===== src/rtl/cache_ctrl.sv =====
// Direct-mapped, read-only cache controller. Tags and data live in external
// synchronous RAMs (1-cycle read latency); the valid bits live here so a flush
// is a single-cycle clear.
module cache_ctrl #(
    parameter int unsigned TAG_WIDTH   = 25,
    parameter int unsigned INDEX_WIDTH = 7,
    parameter int unsigned CACHE_LINES = 128,
    parameter int unsigned DATA_WIDTH  = 32,
    parameter int unsigned CNT_WIDTH   = 16
) (
    input  logic                             clk,
    input  logic                             rst,
    // CPU side
    input  logic                             cpu_req,
    input  logic [TAG_WIDTH+INDEX_WIDTH-1:0] cpu_addr,
    output logic                             cpu_ready,
    output logic                             cpu_rvalid,
    output logic [DATA_WIDTH-1:0]            cpu_rdata,
    // Invalidate-all
    input  logic                             flush,
    output logic                             flush_done,
    // Refill memory
    output logic                             mem_req,
    output logic [TAG_WIDTH+INDEX_WIDTH-1:0] mem_addr,
    input  logic                             mem_ack,
    input  logic [DATA_WIDTH-1:0]            mem_rdata,
    // Tag / data RAMs
    output logic [INDEX_WIDTH-1:0]           ram_index,
    output logic [TAG_WIDTH-1:0]             tag_wdata,
    output logic                             tag_we,
    input  logic [TAG_WIDTH-1:0]             tag_rdata,
    output logic [DATA_WIDTH-1:0]            data_wdata,
    output logic                             data_we,
    input  logic [DATA_WIDTH-1:0]            data_rdata,
    // Statistics
    output logic [CNT_WIDTH-1:0]             hit_cnt,
    output logic [CNT_WIDTH-1:0]             miss_cnt
);

    localparam int unsigned AW = TAG_WIDTH + INDEX_WIDTH;

    typedef enum logic [1:0] {StIdle, StLookup, StRefill, StResp} state_e;

    state_e                 r_state;
    state_e                 w_state_nxt;
    logic [AW-1:0]          r_addr;
    logic [CACHE_LINES-1:0] r_valid;
    logic [DATA_WIDTH-1:0]  r_rdata;
    logic                   r_flush_done;
    logic [CNT_WIDTH-1:0]   r_hit_cnt;
    logic [CNT_WIDTH-1:0]   r_miss_cnt;

    logic [INDEX_WIDTH-1:0] w_idx;
    logic [TAG_WIDTH-1:0]   w_tag;
    logic                   w_hit;
    logic                   w_accept;
    logic                   w_flush;
    logic                   w_lookup_hit;
    logic                   w_lookup_miss;
    logic                   w_ack;

    assign w_idx         = r_addr[INDEX_WIDTH-1:0];
    assign w_tag         = r_addr[AW-1:INDEX_WIDTH];
    assign w_hit         = r_valid[w_idx] && (tag_rdata == w_tag);
    // Flush wins over a simultaneous request; the request is simply not accepted.
    assign w_flush       = (r_state == StIdle) && flush;
    assign w_accept      = (r_state == StIdle) && cpu_req && !flush;
    assign w_lookup_hit  = (r_state == StLookup) && w_hit;
    assign w_lookup_miss = (r_state == StLookup) && !w_hit;
    // A refill ack coinciding with reset must not write the RAMs.
    assign w_ack         = (r_state == StRefill) && mem_ack && !rst;

    // State register
    always_ff @(posedge clk) begin
        if (rst) begin
            r_state <= StIdle;
        end else begin
            r_state <= w_state_nxt;
        end
    end

    // Next-state logic
    always_comb begin
        w_state_nxt = r_state;
        case (r_state)
            StIdle:   if (w_accept) w_state_nxt = StLookup;
            StLookup: w_state_nxt = w_hit ? StIdle : StRefill;
            StRefill: if (mem_ack) w_state_nxt = StResp;
            StResp:   w_state_nxt = StIdle;
            default:  w_state_nxt = StIdle;
        endcase
    end

    // Address latch, valid vector, returned-data hold register and statistics
    always_ff @(posedge clk) begin
        if (rst) begin
            r_addr       <= '0;
            r_valid      <= '0;
            r_rdata      <= '0;
            r_flush_done <= 1'b0;
            r_hit_cnt    <= '0;
            r_miss_cnt   <= '0;
        end else begin
            r_flush_done <= w_flush;
            if (w_accept) begin
                r_addr <= cpu_addr;
            end
            if (w_flush) begin
                r_valid <= '0;
            end else if (w_ack) begin
                r_valid[w_idx] <= 1'b1;
            end
            if (w_lookup_hit) begin
                r_rdata <= data_rdata;
            end else if (w_ack) begin
                r_rdata <= mem_rdata;
            end
            if (w_lookup_hit && (r_hit_cnt != {CNT_WIDTH{1'b1}})) begin
                r_hit_cnt <= r_hit_cnt + CNT_WIDTH'(1);
            end
            if (w_lookup_miss && (r_miss_cnt != {CNT_WIDTH{1'b1}})) begin
                r_miss_cnt <= r_miss_cnt + CNT_WIDTH'(1);
            end
        end
    end

    // Output decode from current state
    always_comb begin
        cpu_ready  = 1'b0;
        cpu_rvalid = 1'b0;
        cpu_rdata  = r_rdata;
        mem_req    = 1'b0;
        mem_addr   = r_addr;
        ram_index  = w_idx;
        tag_wdata  = w_tag;
        tag_we     = 1'b0;
        data_wdata = mem_rdata;
        data_we    = 1'b0;
        case (r_state)
            StIdle: begin
                cpu_ready = !flush;
                // Start the RAM read now so tag/data are ready in LOOKUP.
                ram_index = cpu_addr[INDEX_WIDTH-1:0];
            end
            StLookup: begin
                if (w_hit) begin
                    cpu_rvalid = 1'b1;
                    cpu_rdata  = data_rdata;
                end
            end
            StRefill: begin
                mem_req = 1'b1;
                tag_we  = w_ack;
                data_we = w_ack;
            end
            StResp: begin
                cpu_rvalid = 1'b1;
            end
            default: ;
        endcase
    end

    assign flush_done = r_flush_done;
    assign hit_cnt    = r_hit_cnt;
    assign miss_cnt   = r_miss_cnt;

endmodule


===== config.mk =====
export PLATFORM = sky130hd
export DESIGN_NAME = cache_ctrl
export DESIGN_NICKNAME = d
export VERILOG_FILES = /design/src/rtl/cache_ctrl.sv
export SDC_FILE = /design/constraint.sdc
export NUM_CORES = 1
export LEC_CHECK = 0
export ABC_AREA = 1
export BUFFER_PORTS_ARGS = -buffer_cell sky130_fd_sc_hd__buf_2
export CAP_MARGIN = 10
export CELL_PAD_IN_SITES_DETAIL_PLACEMENT = 0
export CELL_PAD_IN_SITES_GLOBAL_PLACEMENT = 2
export CORE_ASPECT_RATIO = 0.6
export CORE_MARGIN = 8
export CORE_UTILIZATION = 31
export DETAILED_ROUTE_END_ITERATION = 8
export PLACE_DENSITY_LB_ADDON = 0.1
export REMOVE_ABC_BUFFERS = 1
export SYNTH_ARGS = -nofsm -noshare
export SYNTH_HDL_FRONTEND = slang
export SYNTH_SLANG_ARGS = --single-unit

===== constraint.sdc =====
create_clock -name clk -period 4.7 [get_ports clk]
set_input_delay 0.94 -clock clk [delete_from_list [all_inputs] [get_ports clk]]
set_output_delay 0.94 -clock clk [all_outputs]
set_load 0.02 [all_outputs]

## Word-level counts from Yosys, hierarchy flattened

Cells that the tools add are included.

| word-level totals | value |
|---|---|
| output and inout bits | 166 |
| bits in registers | 227 |
| bits of input ports | 126 |
| logic and storage cells | 56 |

| cells by class | value |
|---|---|
| reductions and logical operators | 18 |
| bitwise gates (word level) | 1 |
| mux-type cells | 18 |
| magnitude comparators | 2 |
| add/sub/neg operators | 2 |
| equality and inequality tests | 8 |

Operator list:

| kind | count |
|---|---|
| $mux 32 | 4 |
| $or 128x128->128 | 1 |
| $add 16x1->16 const B | 2 |
| $ne 16x16->1 const B | 2 |
| $eq 25x25->1 | 1 |
| $logic_and 1x1->1 | 11 |
| $lt 7x8->1 const B | 1 |
| $pmux 2 s4 | 1 |
| $bmux 1 s7 | 1 |
| $demux 1 s7 | 1 |
| $ge 7x1->1 const B | 1 |
| $mux 7 | 1 |
| $mux 1 | 6 |
| $mux 2 | 3 |
| $eq 2x2->1 const B | 2 |
| $ne 2x2->1 const B | 2 |
| $logic_not 1->1 | 3 |
| $eq 2x1->1 const B | 1 |
| $logic_not 2->1 | 1 |
| $pmux 1 s2 | 1 |
| $reduce_and 2->1 | 1 |
| $reduce_bool 2->1 | 1 |
| $reduce_or 2->1 | 1 |

## Logic depth before layout (Yosys ltp)

Gate-level depths: netlist (run 1).

| depth | value |
|---|---|
| depth after elaboration | 6 |
| mapped depth | 22 |
| depth with buffers taken out | 18 |

## Least setup slack after synthesis (run 1)

OpenSTA, ideal clock, no wires.

| timing | value |
|---|---|
| kind | register to output |
| from | register r_addr[0], in the netlist mem_addr[0] |
| to | output port cpu_rdata[0] |
| buffers on the path | 4 |
| slack | 1.401 ns |
| data arrival time | 2.359 ns |
| stages on the path, launching flop included | 17 |
| data required time | 3.760 ns |
| cells stage by stage | dfxtp_1 buf_4 buf_6 buf_4 nand2_1 o211ai_1 nand2_1 o21ai_1 nand2_1 nor2_1 nor2_1 nor2_1 nand2_2 nand3_2 inv_1 clkbuf_1 o21ai_0 |

| between the ends | value |
|---|---|
| word-level cells in the longest chain between the ends | 5 |

Ends and longest elaborated chain:

| what | RTL line | text |
|---|---|---|
| start: declaration | 46 | `logic [AW-1:0] r_addr;` |
| start signal: assignment | 106 | `r_addr <= cpu_addr;` |
| $bmux 1 s7 | 64 | `assign w_hit = r_valid[w_idx] && (tag_rdata == w_tag);` |
| $mux 1 (implied by the code) | 64 |  |
| $logic_and 1x1->1 | 64 |  |
| $mux 32 | 146 | `if (w_hit) begin` |
| $mux 32 | 139 | `case (r_state)` |
| end: declaration | 18 | `output logic [DATA_WIDTH-1:0] cpu_rdata,` |

No other way between the ends. The select of a mux whose other input is x is not followed.

## Worst setup path in the final report (run 1)

| timing | value |
|---|---|
| from | register r_addr[0], in the netlist mem_addr[0] |
| to | output port cpu_rdata[21] |

The elaborated chain is that of the path after synthesis.

==> results of run 1 <==
[state kept, by name, summed over array words and instances (netlist names), named ones only]
name	count
flush_done	1
hit_cnt	16
mem_addr	32
miss_cnt	16
r_rdata	32
r_state	1
r_valid	128
[final timing paths]
kind	startpoint	to	cells past startpoint
worst max-delay path	mem_addr[0]	cpu_rdata[21]	14
worst min-delay path	r_valid[62]	r_valid[62]	2
worst max register to register	mem_addr[0]	r_rdata[26]	16
worst min register to register	r_valid[62]	r_valid[62]	2
[area by class of cell]
class                   count  area share
inverters                 191     0.05045
multi-input cells        1215      0.4015
diodes                      1   0.0001749
repair buffers            338      0.1299
clock inverters             9    0.005246
flip-flops and latches    227      0.3178
clock buffers              36     0.05010
well taps                 513     0.04485
[worst max-delay path: cells and delay by family (launching register included)]
family	cells	cell delay, ns
AO/OA/AOI/OAI	3	0.59
buffers and inverters	3	0.67
flip-flops	1	0.59
AND/OR/NAND/NOR	8	0.99
[logic make-up after synthesis]
group / share of synthesized area
adders and majority gates: 0.002110
and+or+nand+nor: 0.3245
buffers and inverters: 0.1397
xor gates and xnor gates: 0.03693
DFF: 0.3832
AOI/OAI and AO/OA: 0.1135
[layer usage]
| metal | vias up | part of all wire | global-route usage |
|---|---|---|---|
| li1 | 6021 | - | - |
| met3 | 51 | 0.050 | 0.02809 |
| met1 | 5510 | 0.51 | 0.2796 |
| met4 | 2 | 0.019 | 0.03617 |
| met5 | - | 0.00018 | 0 |
| met2 | 294 | 0.42 | 0.2876 |
[layout by cell type (no fill, tap or decap), types with 5 or more instances in the layout]
cell type / n
o21ai_1: 8
nand2_1: 502
or2_2: 33
xor2_1: 26
o21ai_0: 60
a21oi_1: 184
nand3_1: 133
inv_1: 187
nand4_1: 39
o211ai_1: 6
dfxtp_1: 226
nor2_2: 8
clkinv_2: 6
buf_4: 44
clkbuf_16: 26
nor3_1: 12
nor2_1: 151
buf_2: 291
clkbuf_8: 5
clkbuf_1: 6
xnor2_1: 24
[where the power goes]
group | internal [mW] | total [mW] | leakage [nW] | switching, mW
Combinational | 0.268 | 0.950 | 4.45 | 0.682
Clock | 1.11 | 1.95 | 0.389 | 0.836
Sequential | 1.97 | 2.03 | 1.83 | 0.0537
[timing repair]
item | CTS | global route
setup buffers | 0 | 3
hold buffers | 0 | 0
pin swaps | 1 | 1
gates cloned | 1 | 2
setup endpoints to repair | 17 | 27
gates resized for setup | 0 | 4
hold endpoints to repair | 0 | 0
==> results.json, run 1 <==
{
  "status": "finished clean",
  "grt_pass1_vias": 11445,
  "die_height_um": 167.5,
  "crit_arrival_ns": 3.43,
  "area_delta_synth_final_pct": 20.69,
  "clock_sinks": 227,
  "antenna_found_initial": 2,
  "drv_slew": 0,
  "grt_pass1_wl_um": 68480,
  "finalHoldViolCount": 0,
  "syn_inst": 1787,
  "whs_ns": 0.4474,
  "clock.fmax_mhz": 228.8,
  "grt_start_max_net_pins": 71,
  "yosysMostFrequentCell": "nand2_1",
  "syn-cell-area_mm2": 0.01186,
  "fin_cells": 2530,
  "ys_ff_latch": 227,
  "wl_um": 44630,
  "cp_cell_sequence": "buf_16, nand2_1, nand3_1, nand2_1, o21ai_1, nand2_1, o21ai_0, nand2_1, nor2_4, nor2_4, buf_4, nand3_1, o21ai_0, buf_2",
  "synthTopCellsByArea": "dfxtp_1 (38%), nand2_1 (16%), a21oi_1 (7.8%)",
  "maxCapViolCount": 0,
  "clkTransAtPathRegs_ns": 0.06,
  "power_leakage_nw": 6.668,
  "clock-root-buffer": "clkbuf_16",
  "dp_hpwl_um": 30630,
  "place_ws_ns": 0.2608,
  "die_x_um": 268.5,
  "postLayoutCoreUtil": 0.3795,
  "start_util": 0.3144,
  "end_kind": "primary output",
  "drive_above_1_share": 0.2188,
  "vias": 11878,
  "tightestPinTransition_ns": 1.063,
  "pin_count": 292,
  "power_density_mw_per_mm2": 344.2,
  "fin_setup_tns_ns": 0,
  "synth_common_cells": "nand2_1 (502), dfxtp_1 (227), inv_1 (188)",
  "place.gp.congestion": 0.8009,
  "drt_iter0_drc": 715,
  "yosysWarnings": 0,
  "cts_tree": "yes",
  "yosysTopAreaCellShare": 0.3832,
  "drc_errors": 0,
  "finClkSkew_ns": 0.01080,
  "dp.cells": 2478,
  "synth_edf_count": 0,
  "clk_latency_ns": 0.54,
  "ys_types": 34,
  "first_pass_iters": 5,
  "multi_input_area_mm2": 0.005746,
  "wl_per_cell_um": 17.64,
  "rows": 55,
  "hold_path.class": "register to register",
  "regArea_mm2": 0.004548,
  "syn_avg_cell_area_um2": 6.635,
  "ff2ff_setup_slack_ns": 1.58,
  "die_area_mm2": 0.04497,
  "grt_setup_unrepaired": "no",
  "crit_top_cell": "nand2_1",
  "synth-seq-area-share": 0.3832,
  "overflow": 0,
  "worst_slack_ns": 0.3292,
  "start_kind": "register",
  "h-tree-depth": 1,
  "irDropWorstVdd_uv": 222.3,
  "place_area_mm2": 0.01344,
  "core_mm2": 0.03771,
  "crit_slowest_cell": "dfxtp_4",
  "io_buffers": 291,
  "cts_buffer_depth": 3,
  "cts_buffers": 25,
  "fillCellCount": 4209,
  "min_period_over_period": 0.9300,
  "synth_top_area_cell": "dfxtp_1",
  "vias_per_cell": 4.695,
  "cp.required_ns": 3.76,
  "nets": 2126,
  "crit_fanout": 33,
  "async_reset_ff_frac": 0,
  "setup_viol": 0,
  "final_antenna_net_count": 0,
  "layout_min_cycle_time_ns": 4.371,
  "maxSlewHeadroom": 0.2900,
  "final_cell_area_mm2": 0.01431,
  "path_class": "register to primary output",
  "grtUsageTotal": 0.1889,
  "power_mw": 4.926,
  "cp_slowest_stage_delay_ns": 0.59,
  "synth_ff_type": "dfxtp_1"
}
(Power assumes the default switching activity.)
==> run 2, diff against run 1 <==
CORE_UTILIZATION = 30   (was 31)
SLEW_MARGIN = 20   (was default)
==> run 2 against run 1 <==
- count of clock-buffer cells in the layout shrank 1
- critical path depth grew 5
- cell area grew 0.68%
- via count shrank 0.15%
- fmax grew 1.8%
- die area grew 3.1%
- setup slack gained 0.078 ns
- sequential share of layout area shrank 0.22 points
- flip-flop and latch count is the same
- combinational power shrank 3.1%
- non-clock buffer count shrank 12
- critical path type unchanged
- largest power group is now clock
==> results.json, run 2 (synthesis results as in run 1) <==
{
  "grt_start_max_net_pins": 129,
  "drt_iter0_drc": 806,
  "vias_per_cell": 4.690,
  "dp_hpwl_um": 32050,
  "die_area_mm2": 0.04635,
  "whs_ns": 0.4485,
  "p_switching_mw": 1.573,
  "fin_setup_tns_ns": 0,
  "cts_buffers": 26,
  "end_kind": "primary output",
  "postLayoutCoreUtil": 0.3692,
  "drive_above_1_share": 0.2155,
  "cp_slowest_stage_delay_ns": 0.43,
  "layout_min_cycle_time_ns": 4.293,
  "wl_um": 44860,
  "maxSlewHeadroom": 0.3821,
  "pin_count": 292,
  "overflow": 0,
  "clock-root-buffer": "clkbuf_16",
  "clock.fmax_mhz": 232.9,
  "clock_sinks": 227,
  "start_util": 0.3038,
  "clk_latency_ns": 0.54,
  "crit_arrival_ns": 3.35,
  "pwr-share-clk": 0.443,
  "cp.required_ns": 3.76,
  "cts_tree": "yes",
  "grt_pass1_wl_um": 68990,
  "h-tree-depth": 1,
  "final_antenna_net_count": 0,
  "die_x_um": 272.7,
  "cts_buffer_depth": 3,
  "core_mm2": 0.03903,
  "post_cts_resized": 0,
  "tightestPinTransition_ns": 0.9235,
  "grtUsageTotal": 0.1856,
  "finClkSkew_ns": 0.01691,
  "first_pass_iters": 5,
  "crit_cells": 19,
  "wl_per_cell_um": 17.74,
  "drc_errors": 0,
  "combPwrFrac": 0.174,
  "nets": 2113,
  "die_height_um": 170.0,
  "layout_commonest_cell": "nand2_1",
  "power_density_mw_per_mm2": 367.4,
  "antenna_found_initial": 4,
  "maxCapViolCount": 0,
  "power.share.sequential": 0.383,
  "clkTransAtPathRegs_ns": 0.06,
  "hold_path.class": "register to register",
  "fillCellCount": 4276,
  "irDropWorstVdd_uv": 276.0,
  "largest_register": "r_valid",
  "min_period_over_period": 0.9134,
  "grt_setup_unrepaired": "no",
  "worst_hold_path.num_cells": 2,
  "cell_internal_pwr_mw": 3.721,
  "path_class": "register to primary output",
  "rows": 56,
  "largest_reg_flops": 128,
  "final_cell_mix": "nand2_1 (501), buf_2 (291), dfxtp_1 (226)",
  "io_buffers": 291,
  "cp_cell_sequence": "inv_4, buf_4, nand2_1, nand2_1, nand2_1, nand2_1, nand2_1, nand2_1, nand2_1, nand2_1, nand2_1, nand2_1, nor2_1, nand2_2, nand3_2, inv_1, buf_4, o21ai_0, buf_2",
  "power_leakage_nw": 6.698,
  "crit_top_cell": "nand2_1",
  "power_mw": 5.294,
  "crit_slowest_cell": "dfxtp_4",
  "postCtsSetupBuffers": 0,
  "r2r_cells": 18,
  "cp_top_family": "buffers and inverters",
  "status": "finished clean",
  "vias": 11860,
  "place.gp.congestion": 0.7983,
  "drv_slew": 0,
  "finalHoldViolCount": 0,
  "grt_pass1_vias": 11358,
  "area_delta_synth_final_pct": 21.52,
  "start_kind": "register",
  "path_buf_inv": 5,
  "setup_viol": 0,
  "postCtsHoldBufs": 0,
  "crit_fanout": 32,
  "swShare": 0.2972
}
## run 2: cell types whose count changed in the layout (fill, tap and decap cells not counted), sizes merged
cell and delta:
buf -11, bufinv +6, clkbuf -2, clkinvlp -2, diode +1, nor2 -2
## run 2: worst reg2reg max path: stages, from the launching register on
cell and delay (ns):
dfxtp_1 0.64, inv_1 0.17, buf_4 0.27, nand2_1 0.12
nand2_1 0.06, nand2_1 0.05, nand2_1 0.05, nand2_1 0.15
nand2_1 0.11, inv_1 0.07, nand2_1 0.05, nor2_1 0.12
nand2_2 0.11, nand3_2 0.09, buf_4 0.56, nand2_1 0.25
nand2_1 0.12, inv_1 0.05, nor2_1 0.07
## run 2: worst paths after layout
kind | slack [ns] | to | from
max reg2reg | 1.54 | r_rdata[22] | mem_addr[1]
max | 0.41 | cpu_rdata[31] | mem_addr[0]
min | 0.45 | r_valid[123] | r_valid[123]
min reg2reg | 0.45 | r_valid[123] | r_valid[123]
## run 2: metrics by stage
stage / cell area [µm²] / cells / worst slack [ns]
floorplan: 10920 / 1631 / -3.301
global placement: 13410 / 2479 / 0.7154
detailed placement: 13410 / 2479 / 0.6125
CTS: 14400 / 2527 / 0.2561
global route: 14410 / 2528 / 0.03828
finish: 14410 / 2529 / 0.4070
## run 2: cell type report
cell class | count | area [µm²] | area share
clock buffer | 35 | 745.7 | 0.05175
clock inverter | 13 | 244.0 | 0.01693
sequential | 227 | 4548 | 0.3156
antenna | 2 | 5.005 | 0.0003473
tap | 522 | 653.1 | 0.04533
inverter | 191 | 719.4 | 0.04993
timing repair buffer | 326 | 1760 | 0.1222
multi-input combinational | 1213 | 5733 | 0.3979
## run 2: power groups by stage
stage | combinational [mW] | sequential, mW | clock, mW
5_1_grt | 1.01 | 2.04 | 2.51
2_1_floorplan | 0.407 | 2.13 | 0
3_5_place_dp | 0.929 | 2.07 | 0
6_report | 0.921 | 2.03 | 2.34
4_1_cts | 0.932 | 2.03 | 2.42
3_3_place_gp | 0.942 | 2.07 | 0
## run 2: metal layers
metal / GRT usage / wire length [µm] / vias up / share of wire
met3: 0.03322 / 2921 / 50 / 0.065
met2: 0.2774 / 18850 / 358 / 0.42
met5: 0 / 22 / - / 0.00049
met4: 0.03256 / 752 / 4 / 0.017
met1: 0.2772 / 22320 / 5441 / 0.50
li1: - / - / 6007 / -
